===== config.mk =====
export PLATFORM = sky130hd
export DESIGN_NAME = cska_pipe
export DESIGN_NICKNAME = d
export VERILOG_FILES = /design/src/rtl/cska_pipe.sv
export SDC_FILE = /design/constraint.sdc
export NUM_CORES = 1
export LEC_CHECK = 0
export BUFFER_PORTS_ARGS = -buffer_cell sky130_fd_sc_hd__buf_2
export CAP_MARGIN = 15
export CELL_PAD_IN_SITES_DETAIL_PLACEMENT = 0
export CELL_PAD_IN_SITES_GLOBAL_PLACEMENT = 2
export CORE_AREA = 2 2 97 99
export CTS_BUF_LIST = sky130_fd_sc_hd__clkbuf_2
export DETAILED_ROUTE_END_ITERATION = 8
export DIE_AREA = 0 0 99 101
export MAX_ROUTING_LAYER = met4
export PLACE_DENSITY_LB_ADDON = 0.1
export SLEW_MARGIN = 20
export SYNTH_ARGS = -nofsm -noshare
export SYNTH_HDL_FRONTEND = slang
export SYNTH_SLANG_ARGS = --single-unit
export TNS_END_PERCENT = 30

===== constraint.sdc =====
create_clock -name clk -period 17.4 [get_ports clk]
set_input_delay 0.87 -clock clk [delete_from_list [all_inputs] [get_ports clk]]
set_output_delay 0.87 -clock clk [all_outputs]
set_load 0.03 [all_outputs]

===== src/rtl/cska_pipe.sv =====
// Pipelined carry-skip adder/subtractor with valid/ready flow control and a global stall.
// Optional overflow output enabled by defining CSKA_OVF_EN.
module cska_pipe #(
  parameter int unsigned WIDTH  = 22,
  parameter int unsigned BLOCK  = 3,
  parameter int unsigned STAGES = 2
) (
  input  logic             clk,
  input  logic             rst_n,
  input  logic             in_valid,
  output logic             in_ready,
  input  logic [WIDTH-1:0] x,
  input  logic [WIDTH-1:0] y,
  input  logic             cin,
  input  logic             sub,
  output logic             out_valid,
  input  logic             out_ready,
  output logic [WIDTH:0]   sum
`ifdef CSKA_OVF_EN
  ,
  output logic             ovf
`endif
);

  localparam int W          = int'(WIDTH);
  localparam int Blk        = int'(BLOCK);
  localparam int Stg        = int'(STAGES);
  localparam int NBlk       = (W + Blk - 1) / Blk;
  localparam int BlkPerStg  = (NBlk + Stg - 1) / Stg;
  localparam int BitsPerStg = BlkPerStg * Blk;

  logic [WIDTH-1:0] a_q [STAGES];
  logic [WIDTH-1:0] a_d [STAGES];
  logic [WIDTH-1:0] b_q [STAGES];
  logic [WIDTH-1:0] b_d [STAGES];
  logic [WIDTH-1:0] s_q [STAGES];
  logic [WIDTH-1:0] s_d [STAGES];
  logic             c_q [STAGES];
  logic             c_d [STAGES];
  logic             v_q [STAGES];
  logic             v_d [STAGES];
  logic             adv;

  assign adv = !(out_valid && !out_ready);

  always_comb begin : comb_stages
    logic [WIDTH-1:0] ta, tb, ts;
    logic             tc, tv, bc, pall, p;
    int               lo, hi;
    ta   = '0;
    tb   = '0;
    ts   = '0;
    tc   = 1'b0;
    tv   = 1'b0;
    bc   = 1'b0;
    pall = 1'b0;
    p    = 1'b0;
    lo   = 0;
    hi   = 0;
    for (int s = 0; s < Stg; s++) begin
      if (s == 0) begin
        ta = x;
        tb = sub ? ~y : y;
        ts = '0;
        tc = sub | cin;
        tv = in_valid;
      end else begin
        ta = a_q[s-1];
        tb = b_q[s-1];
        ts = s_q[s-1];
        tc = c_q[s-1];
        tv = v_q[s-1];
      end
      // Trailing stages may own no blocks and then act as plain delay registers.
      lo = s * BitsPerStg;
      hi = (s == Stg - 1) ? W : lo + BitsPerStg;
      if (lo > W) lo = W;
      if (hi > W) hi = W;
      bc   = tc;
      pall = 1'b1;
      for (int i = 0; i < W; i++) begin
        if (i >= lo && i < hi) begin
          if (i % Blk == 0) begin
            bc   = tc;
            pall = 1'b1;
          end
          p     = ta[i] ^ tb[i];
          ts[i] = p ^ tc;
          tc    = (ta[i] & tb[i]) | (p & tc);
          pall  = pall & p;
          // Skip path: all-propagate block forwards its carry-in directly.
          if ((i % Blk == Blk - 1) || (i == W - 1)) tc = tc | (pall & bc);
        end
      end
      a_d[s] = adv ? ta : a_q[s];
      b_d[s] = adv ? tb : b_q[s];
      s_d[s] = adv ? ts : s_q[s];
      c_d[s] = adv ? tc : c_q[s];
      v_d[s] = adv ? tv : v_q[s];
    end
  end

  always_ff @(posedge clk) begin
    if (!rst_n) begin
      for (int s = 0; s < Stg; s++) begin
        a_q[s] <= '0;
        b_q[s] <= '0;
        s_q[s] <= '0;
        c_q[s] <= 1'b0;
        v_q[s] <= 1'b0;
      end
    end else begin
      a_q <= a_d;
      b_q <= b_d;
      s_q <= s_d;
      c_q <= c_d;
      v_q <= v_d;
    end
  end

  assign in_ready  = adv;
  assign out_valid = v_q[Stg-1];
  assign sum       = {c_q[Stg-1], s_q[Stg-1]};

`ifdef CSKA_OVF_EN
  // Carry into the MSB is recovered as p ^ s at that bit.
  assign ovf = a_q[Stg-1][W-1] ^ b_q[Stg-1][W-1] ^ s_q[Stg-1][W-1] ^ c_q[Stg-1];
`endif

endmodule


Yosys cells after proc, flatten, opt, wreduce, memory -nomap -nowiden --
Index checks and enable logic that the tools add are counted.
Storage, ports and cells: flip-flop bits (word level) 82, output and inout port bits 25, word-level logic and storage cells 153
Cells by class: muxes and demuxes 1, bitwise operators 141, reductions and logical operators 3
Operators by type and width (count):
- $and A1 B1 Y1 | 65
- $xor A1 B1 Y1 | 44
- $or A1 B1 Y1 | 31
- $mux W22 | 1
- $not A22 Y22 | 1
- $logic_not A1 Y1 | 2
- $logic_and A1 B1 Y1 | 1

Depth between registers and ports, before layout --
Gate-level depths: netlist of the first run.
depth in word-level cells 31, depth in mapped cells 25

Worst setup path after synthesis of the first run --
Ideal clock, no wire load.
path kind in2reg, from input sub, to register s_q (netlist bit comb_stages.ts[11]), setup time 0.122 ns, arrival time 6.847 ns, required time 17.278 ns, path slack 10.431 ns, stages 25, buffers on the path 2, cells stage by stage buf_2 > buf_4 > xor2_1 > inv_1 > fa_1 > fa_1 > fa_1 > nand2_1 > inv_1 > fa_1 > fa_1 > fa_1 > a21boi_0 > fa_1 > fa_1 > fa_1 > nand2_1 > a2bb2oi_1 > nand2_1 > fa_1 > fa_1 > inv_1 > fa_1 > nand2_1 > a21boi_0
Between the ends: cells in the longest elaborated chain, start to end 28, elaborated cells on any way between the ends 60, those cells by class mux (1); bitwise (59)
Ends and longest elaborated chain:
- start: declaration | line 15 | input logic sub,
- $mux W22 | line 63 | tb = sub ? ~y : y;
- $xor A1 B1 Y1 | line 87 | p = ta[i] ^ tb[i];
- $and A1 B1 Y1 | line 89 | tc = (ta[i] & tb[i]) | (p & tc);
- $or A1 B1 Y1 | line 89
- $and A1 B1 Y1 | line 89
- $or A1 B1 Y1 | line 89
- $and A1 B1 Y1 | line 89
- $or A1 B1 Y1 | line 89
- (+12 left out)
- $and A1 B1 Y1 | line 89
- $or A1 B1 Y1 | line 89
- $or A1 B1 Y1 | line 92 | if ((i % Blk == Blk - 1) || (i == W - 1)) tc = tc | (pall & bc);
- $and A1 B1 Y1 | line 89
- $or A1 B1 Y1 | line 89
- $and A1 B1 Y1 | line 89
- $or A1 B1 Y1 | line 89
- $xor A1 B1 Y1 (*) | line 88 | ts[i] = p ^ tc;
- end signal: indexed assignment | line 108 | s_q[s] <= '0;
- end signal: assignment | line 115 | s_q <= s_d;
- end: declaration | line 36 | logic [WIDTH-1:0] s_q [STAGES];
Mark *: on every way between the ends. The rest lies on a longest branch, timed or not. A chain may end at the register's enable or synchronous reset.

Final worst setup path of the first run --
Same ends and word-level chain as after synthesis.

==> results.toml, run 1 <==
[synthesis]
yosys.area.top_type = "dfxtp_1"
synthesis.area_sq_um = 3240
synth.area.mux_share_pct = 0.463
synth_nets = 432
yosysSeqAreaShare_pct = 35.8
synth_xor_xnor_area_share_pct = 5.94
netlist.area_leader.share_pct = 35.8
postSynthAreaPerCell_sq_um = 9.57
yosys_warnings = 0
synth-seq-cells = 58
synth-adder-area-share_pct = 21.7
synthCells = 339
yosys.area_share.simple_pct = 11.8
synth-compound-area-share_pct = 17.0
ys_top_cells_by_area = "dfxtp_1, fa_1, nand2_1"
ys_types = 27
synth_top_family_by_area = "adder cells"

[drt]
wire_per_inst_microns = 12.2
drtIter0Drc = 60
antenna_left = 0
avgViaCountPerCell = 4.54
vias = 2354
drc = 0
firstDrtPassIters = 4
routed_wl_microns = 6330

[timing]
skew_ps = 40.2
hold_violations = 0
rsz0062_at_grt = "false"
tns_ps = 0
fin_crit_sh_pct = 40.8
slew_headroom_pct = 34.8
drv_slew = 0
fmax_ghz = 0.141
period_minus_slack_ps = 7100
setup_slack_ps = 10300
setup-violations-final = 0
worstMarginPinSlew_ps = 978

[clocking]
cts_tree = "done"
cts_hold_buf = 0
clock_latency_ps = 460
htreeDepth = 3
clkTransAtPathRegs_ps = 170
clockBufferDepth = 2
cts_sinks = 58
post-cts-setup-buffer-count = 0
cts_buffers = 9
cts.root.buffer_cell = "clkbuf_2"
post_cts_resized = 0

[floorplan]
rows = 35
design.core.area_sq_um = 8980
io_pins = 75
start_util_pct = 36.1
dieArea_sq_um = 10000
die_x_microns = 99
die_h_microns = 101

[grt]
grt_max_degree = 83
grt_pass1_vias = 2321
antenna_found_initial = 0
gr-total-overflow = 0
grt_pass1_wl_microns = 10800
grt_usage_pct = 13.9

[finish]
postLayoutCoreUtil_pct = 41.6
nets = 496
area_growth_pct = 15.1
final_cell_mix = "nand2_1, buf_2, dfxtp_1, inv_1, a21boi_0"
final_cell_area_sq_um = 3730
final_common_cell = "nand2_1"
n_antenna_cell = 0
drive_gt1_share_pct = 23.0

[placement]
post-place-ws_ps = 9800
port_buffers = 74
dp_hpwl_microns = 4420
dpl_cell_area_sq_um = 3650
gp_congestion = 0.804

[setup_path]
r2r-end = "sum[21]"
endpoint = "comb_stages.ts[11]"
arrival_ps = 7460
crit_start = "sub"
reg2reg_setup_slack_ps = 12270
crit_required_ps = 17750
worstRegToRegCells = 17
r2r-start = "comb_stages.ta[12]"
startpoint_type = "input pin"
end_kind = "register"
critical_path_class = "in -> reg"
worst-path-max-fanout = 24

[power_and_ir_drop]
p_sw_share_pct = 35.0
p_clk_share_pct = 22.5
power.density_nw_per_um2 = 84.3
vdd_ir_drop_max_uv = 28.3
combPwrFrac_pct = 27.2
p_leak_nw = 2.02
p_total_uw = 315
intPower_uw = 205
p_switching_uw = 110
seqPwrFrac_pct = 50.3

[run]
drv_cap = 0

[worst_hold_path]
hp-class = "reg -> reg"

[status]
status = "finished clean"
synthesized netlist by cell type:
library cell,count
buf_2,14
ha_1,21
mux2_4,1
a32o_1,1
o211a_1,24
a41o_1,2
fa_1,22
a21boi_1,5
nand2_1,91
a2bb2oi_1,1
and3_1,1
o21a_1,1
nand4_1,2
nor2b_2,1
a21boi_0,28
inv_4,1
clkbuf_1,4
buf_4,3
xnor2_1,10
xor2_1,12
inv_1,30
o2111ai_1,1
a41oi_1,1
nor2_1,2
buf_6,1
dfxtp_1,58
nand3_1,1
registers in the layout, indices dropped and copies added (netlist names):
signal and cells:
comb_stages.ts 12, out_valid 1, comb_stages.tb 10, comb_stages.ta 10, sum 23, c_q 1, comb_stages.tv 1
area by class of cell:
cell class / count / area, sq um
multi-input combinational: 228 / 1850
clock inverter: 5 / 31.3
timing repair buffer: 75 / 378
fill: 933 / 5250
tap: 111 / 139
inverter: 31 / 119
clock buffer: 11 / 55.1
sequential: 58 / 1160
worst min path at each step:
stage                        from       to  slack [ps]  cells after the start
2_1_floorplan  comb_stages.ts[10]  sum[10]         440                      2
3_3_place_gp               sum[9]   sum[9]         440                      2
3_5_place_dp               sum[9]   sum[9]         440                      2
4_1_cts        comb_stages.ts[10]  sum[10]         440                      2
5_1_grt        comb_stages.ts[10]  sum[10]         460                      2
6_report       comb_stages.ts[10]  sum[10]         440                      2
routing by layer:
layer / wire length, microns / vias to the layer above / global-route usage, % / share of wire (%)
met1: 3120 / 1085 / 17.7 / 49
met4: 102 / 0 / 6.32 / 1.6
li1: - / 1209 / - / -
met3: 292 / 9 / 2.77 / 4.6
met5: 0 / - / - / 0
met2: 2810 / 51 / 21.4 / 44
logic make-up (layout without fill, tap and decap cells):
logic type | Yosys count | count (layout)
adders and majority gates | 43 | 43
muxes | 1 | 1
xor gates and xnor gates | 22 | 22
and+or+nand+nor | 98 | 98
buffers and inverters | 53 | 122
AOI/OAI and AO/OA | 64 | 64
DFF | 58 | 58
critical path, cell delays in order:
cell	delay [ps]
buf_2	520
xor2_1	270
inv_1	90
fa_1	410
fa_1	390
fa_1	420
nand2_1	100
inv_1	60
fa_1	370
fa_1	390
fa_1	410
a21boi_0	160
fa_1	400
fa_1	390
fa_1	420
nand2_1	90
a2bb2oi_1	210
nand2_1	100
fa_1	390
fa_1	360
inv_1	70
fa_1	400
nand2_1	60
a21boi_0	80
through the flow:
stage | hold WS (ps) | std cells
global route | 456 | 519
finish | 445 | 519
CTS | 442 | 519
global placement | 436 | 503
floorplan | 435 | 339
detailed placement | 441 | 503
power groups by stage:
stage               Sequential [mW]  Combinational [mW]  Clock (mW)
finish                        0.158              0.0856      0.0708
global route                  0.161              0.0990      0.0815
CTS                           0.159              0.0882      0.0748
detailed placement            0.162              0.0877           0
global placement              0.161              0.0879           0
floorplan                     0.173              0.0503           0
Power figures use the tool's default switching activity.
==> run 2, diff against run 1 <==
ABC_AREA = 1   (was unset)
CORE_AREA = 2 2 100 102   (was 2 2 97 99)
DIE_AREA = 0 0 102 104   (was 0 0 99 101)
clock period = 7 ns   (was 17.4 ns; I/O delays follow)
==> run 2 against run 1 <==
Compared with the run above:
- critical path depth unchanged
- cell area shrank 2.3%
- area after synthesis down 5.2%
- sequential power rose to 2.5 times the previous value
- clock power grew to 3.4 times the previous value
- die area rose by 6.1%
- hold slack got worse by 340 ps
- non-clock buffer count is 1 higher
- via count fell by 1.9%
- clock skew is 7.4 ps lower
- highest routed layer unchanged
==> results.toml, run 2 <==
[grt]
grt_max_degree = 70
grt_usage_pct = 13.6
antenna_found_initial = 0
grt_pass1_vias = 2251
gr-total-overflow = 0
grt_pass1_wl_microns = 11000

[timing]
rsz0062_at_grt = "false"
fin_crit_sh_pct = 80.7
drv_slew = 0
tns_ps = 0
hold_violations = 0
period_minus_slack_ps = 5650
slew_headroom_pct = 39.8
skew_ps = 32.8
fmax_ghz = 0.177
hold_slack_ps = 107
setup-violations-final = 0
setup_slack_ps = 1350
worstMarginPinSlew_ps = 903

[floorplan]
design.core.area_sq_um = 9550
rows = 36
die_h_microns = 104
dieArea_sq_um = 10600
die_x_microns = 102
io_pins = 75
start_util_pct = 32.2

[placement]
dp_cells = 534
post-place-ws_ps = 812
dpl_cell_area_sq_um = 3520
gp_congestion = 0.755
port_buffers = 74
dp_hpwl_microns = 4820

[status]
status = "finished clean"

[finish]
largest_reg_flops = 23
n_antenna_cell = 0
drive_gt1_share_pct = 23.0
fin_cells = 550
area_growth_pct = 18.7
final_cell_mix = "buf_2, nor2_1, dfxtp_1, inv_1, o21ai_1"
final_common_cell = "buf_2"
nets = 505
final_cell_area_sq_um = 3650

[synthesis]
synthCells = 346
ys_top_cells_by_area = "dfxtp_1, fa_1, ha_1"
synth_nets = 439
ys_types = 25
netlist.area_leader.share_pct = 37.8
yosys_warnings = 0
synthArstFlopShare_pct = 0
synthTopCellsByCount = "nor2_1, dfxtp_1, inv_1, o21ai_1, a21oi_1"
yosysSeqAreaShare_pct = 37.8
synth-seq-cells = 58
yosys.area.top_type = "dfxtp_1"
synthFlopType = "dfxtp_1"
synth_edf_count = 0
synthesis.area_sq_um = 3070
postSynthAreaPerCell_sq_um = 8.88
yosysMostFrequentCell = "nor2_1"

[setup_path]
startpoint_type = "input pin"
critical_path_class = "in -> reg"
crit_required_ps = 7390
r2r-start = "comb_stages.tb[12]"
crit_top_cell = "fa_1"
cp_top_family = "adder cells"
worst-path-max-fanout = 4
crit_start = "sub"
slowest_stage = "fa_1"
slowest_delay_ps = 420
end_kind = "register"
path_cells = "buf_2 > xnor2_1 > fa_1 > fa_1 > fa_1 > inv_1 > o21bai_2 > inv_1 > fa_1 > fa_1 > fa_1 > nand2_1 > inv_1 > fa_1 > fa_1 > fa_1 > nand2_1 > inv_1 > fa_1 > fa_1 > inv_1 > fa_1 > o21ai_0 > nor2_1"
arrival_ps = 6040
worst-path-buf-inv = 6

[drt]
antenna_left = 0
avgViaCountPerCell = 4.20
routed_wl_microns = 6630
drc = 0
wire_per_inst_microns = 12.1
vias = 2309
drtIter0Drc = 71
firstDrtPassIters = 4

[clocking]
post-cts-setup-buffer-count = 0
clock_latency_ps = 480
clockBufferDepth = 2
cts_sinks = 58
htreeDepth = 3
cts_hold_buf = 0
post_cts_resized = 0
clkTransAtPathRegs_ps = 180
cts_tree = "done"
cts_buffers = 9
cts.root.buffer_cell = "clkbuf_2"

[worst_hold_path]
hp-class = "in -> reg"
hold_start = "x[13]"

[run]
drv_cap = 0

[power_and_ir_drop]
power.density_nw_per_um2 = 232
p_leak_nw = 1.84
vdd_ir_drop_max_uv = 73.8
[run 2: final cells by class]
cell class,count,area (sq um)
repair buffers,76,385
well taps,133,166
inverters,38,143
clock buffers,10,50.0
fillers,1059,5900
clock inverters,6,81.3
multi-input cells,229,1660
flip-flops and latches,58,1160
[run 2: cell families after synthesis]
group / synth area share [%]
adder cells (fa/ha/maj): 22.9
AO/OA/AOI/OAI: 15.1
flip-flops: 37.8
XOR/XNOR: 6.27
buffers and inverters: 8.18
AND/OR/NAND/NOR: 9.81
[run 2: where the power goes]
group | internal (mW) | switching (mW) | total (mW)
clock network | 0.118 | 0.124 | 0.242
registers | 0.371 | 0.0246 | 0.396
logic | 0.0811 | 0.127 | 0.208
[run 2: through the flow]
stage / utilization, % / total power, mW
final: 38.2 / 0.845
after global routing: 38.2 / 0.911
after floorplan: - / 0.544
after CTS: 38.2 / 0.863
after detailed placement: 36.8 / 0.615
after global placement: 36.8 / 0.613
[run 2: worst min-delay path, stage by stage]
cell and delay, ps:
buf_2 70, o21ai_0 70, nor2_1 70
[run 2: layer usage]
metal	vias up	routed length [microns]	track usage, %
met5	-	0	-
li1	1223	-	-
met2	50	2680	18.2
met3	7	273	3.83
met4	0	76	4.57
met1	1029	3600	19.6
[run 2: worst paths after layout]
kind / endpoint / slack [ps] / cells past startpoint
setup / recovery: comb_stages.ts[11] / 1350 / 24
hold / removal: comb_stages.ta[13] / 110 / 3
hold reg to reg: out_valid / 490 / 1
setup reg to reg: sum[21] / 1790 / 17
==> run 3, diff against run 2 <==
ABC_AREA = 0   (was 1)
CORE_AREA = 2 2 106 108   (was 2 2 100 102)
DIE_AREA = 0 0 108 110   (was 0 0 102 104)
clock period = 5 ns   (was 7 ns; I/O delays follow)
==> run 3 against run 2 <==
Compared with the run above:
- non-clock buffer count rose by 27
- global-route usage fell by 0.22 points
- combinational power rose by 64%
- hold slack got worse by 1.0 ps
- flip-flop and latch count did not move
- power rose by 40%
- the flow now finishes with violations (negative setup slack)
==> results.toml, run 3 (synthesis gave the netlist of run 1 again) <==
[clocking]
cts_tree = "done"
cts_buffers = 9
clock_latency_ps = 500
post-cts-setup-buffer-count = 0
cts_sinks = 58
htreeDepth = 3
clockBufferDepth = 2
clkTransAtPathRegs_ps = 150
cts.root.buffer_cell = "clkbuf_2"

[setup_path]
worstRegToRegCells = 17
critical_path_class = "in -> reg"
worst-path-max-fanout = 3
arrival_ps = 5750
reg2reg_setup_slack_ps = 30
end_kind = "register"
crit_start = "sub"
r2r-start = "comb_stages.ta[12]"
r2r-end = "sum[21]"
endpoint = "comb_stages.ts[11]"
crit_required_ps = 5390
startpoint_type = "input pin"

[power_and_ir_drop]
seqPwrFrac_pct = 46.4
p_leak_nw = 2.14
p_switching_uw = 394
p_total_mw = 1.19
combPwrFrac_pct = 28.8
vdd_ir_drop_max_uv = 124
intPower_uw = 791
p_clk_share_pct = 24.8
power.density_nw_per_um2 = 291
p_sw_share_pct = 33.3

[worst_hold_path]
hp-class = "in -> reg"

[timing]
setup-violations-final = 3
hold_slack_ps = 106
slew_headroom_pct = 32.8
fmax_ghz = 0.187
skew_ps = 21.2
rsz0062_at_grt = "true"
worstMarginPinSlew_ps = 1010
hold_violations = 0
drv_slew = 0
period_minus_slack_ps = 5360
tns_ps = -585
fin_crit_sh_pct = 107
setup_slack_ps = -360

[finish]
multiInputGateArea_sq_um = 1900
largest_reg_flops = 23
final_cell_area_sq_um = 4080
n_antenna_cell = 0
final_common_cell = "nand2_1"
area_growth_pct = 25.7
drive_gt1_share_pct = 29.1
nets = 524
final_cell_mix = "nand2_1, buf_2, dfxtp_1, inv_1, a21boi_0"
n_fill_cell = 1121
regArea_sq_um = 1160

[grt]
grt-busiest-layer = "met2"
antenna_found_initial = 0
grt.met1_usage_pct = 16.5
grt_pass1_wl_microns = 11700
grt_max_degree = 83
grt_pass1_vias = 2409
grt_usage_pct = 13.4
met2_usage_pct = 20.6
met3_usage_pct = 2.82
gr-total-overflow = 0

[drt]
drtIter0Drc = 56
firstDrtPassIters = 4
drc = 0
avgViaCountPerCell = 4.28
wire_per_inst_microns = 12.5
vias = 2464
antenna_left = 0
routed_wl_microns = 7190

[floorplan]
design.core.area_sq_um = 10700
die_x_microns = 108
die_h_microns = 110
rows = 38
io_pins = 75
dieArea_sq_um = 11900
start_util_pct = 30.3

[status]
violations = "negative setup slack"
status = "finished with violations"

[placement]
gp_congestion = 0.743
dpl_cell_area_sq_um = 3830
post-place-ws_ps = -1030
dp_hpwl_microns = 4990
port_buffers = 74

[run]
drv_cap = 0
[run 3: cell types whose count changed in the layout (fill, tap and decap cells not counted), moves of 12 or more]
| cell | before | now |
|---|---|---|
| nand2_1 | 7 | 88 |
| nor2_1 | 61 | 2 |
| o21ai_1 | 37 | 0 |
| a21boi_0 | 0 | 26 |
| a21oi_1 | 26 | 0 |
| o211a_1 | 0 | 24 |
| o21ai_0 | 20 | 0 |
| buf_4 | 2 | 18 |
| fa_1 | 22 | 10 |
| fa_2 | 0 | 12 |
[run 3: repair_timing]
item	4_1_cts	5_1_grt
endpoints found under the hold margin	11	0
gates resized for setup	7	4
pin swaps	5	0
hold buffers	11	0
endpoints found under the setup margin	4	4
[run 3: power by group through the flow]
stage	clock (mW)	sequential, mW	combinational, mW
global placement	0	0.561	0.338
detailed placement	0	0.562	0.338
finish	0.294	0.551	0.341
CTS	0.311	0.552	0.350
global route	0.330	0.560	0.392
floorplan	0	0.602	0.181
[run 3: how the worst min path moves through the flow]
stage / cells after the start / startpoint / endpoint / slack [ps]
floorplan: 2 / x[12] / comb_stages.ta[12] / 400
global placement: 2 / sum[3] / sum[3] / 430
detailed placement: 2 / sum[1] / sum[1] / 440
CTS: 4 / y[14] / comb_stages.tb[14] / 50
global route: 4 / y[14] / comb_stages.tb[14] / 60
finish: 4 / y[14] / comb_stages.tb[14] / 110
[run 3: per-stage QoR]
step,utilization [%],cells
finish,38.1,576
global route,38.1,576
CTS,38.0,576
detailed placement,35.8,549
global placement,35.8,549
floorplan,-,339
[run 3: layout make-up]
type | instances | share of cell area [%]
multi-input cells | 228 | 46.7
flip-flops and latches | 58 | 28.5
repair buffers | 103 | 15.1
well taps | 140 | 4.30
inverters | 31 | 2.92
clock buffers | 12 | 1.47
clock inverters | 4 | 1.04
[run 3: critical path, cell delays in order]
cell,delay (ps)
buf_2,130
xor2_2,160
inv_1,70
fa_2,350
fa_2,350
fa_2,350
nand2_2,70
inv_1,50
fa_2,340
fa_2,370
fa_2,340
a21boi_1,150
fa_2,370
fa_2,340
fa_2,380
nand2_2,90
a2bb2oi_2,160
nand2_2,80
fa_2,340
fa_1,370
inv_1,70
fa_1,400
nand2_1,70
a21boi_1,70
[run 3: metal layers]
layer  vias up  routed length (microns)  share of wire (%)
met5         -                        0                  0
met4         0                      180                2.5
met3        12                      349                4.9
met2        50                     3220                 45
met1      1135                     3440                 48
li1       1267                        -                  -
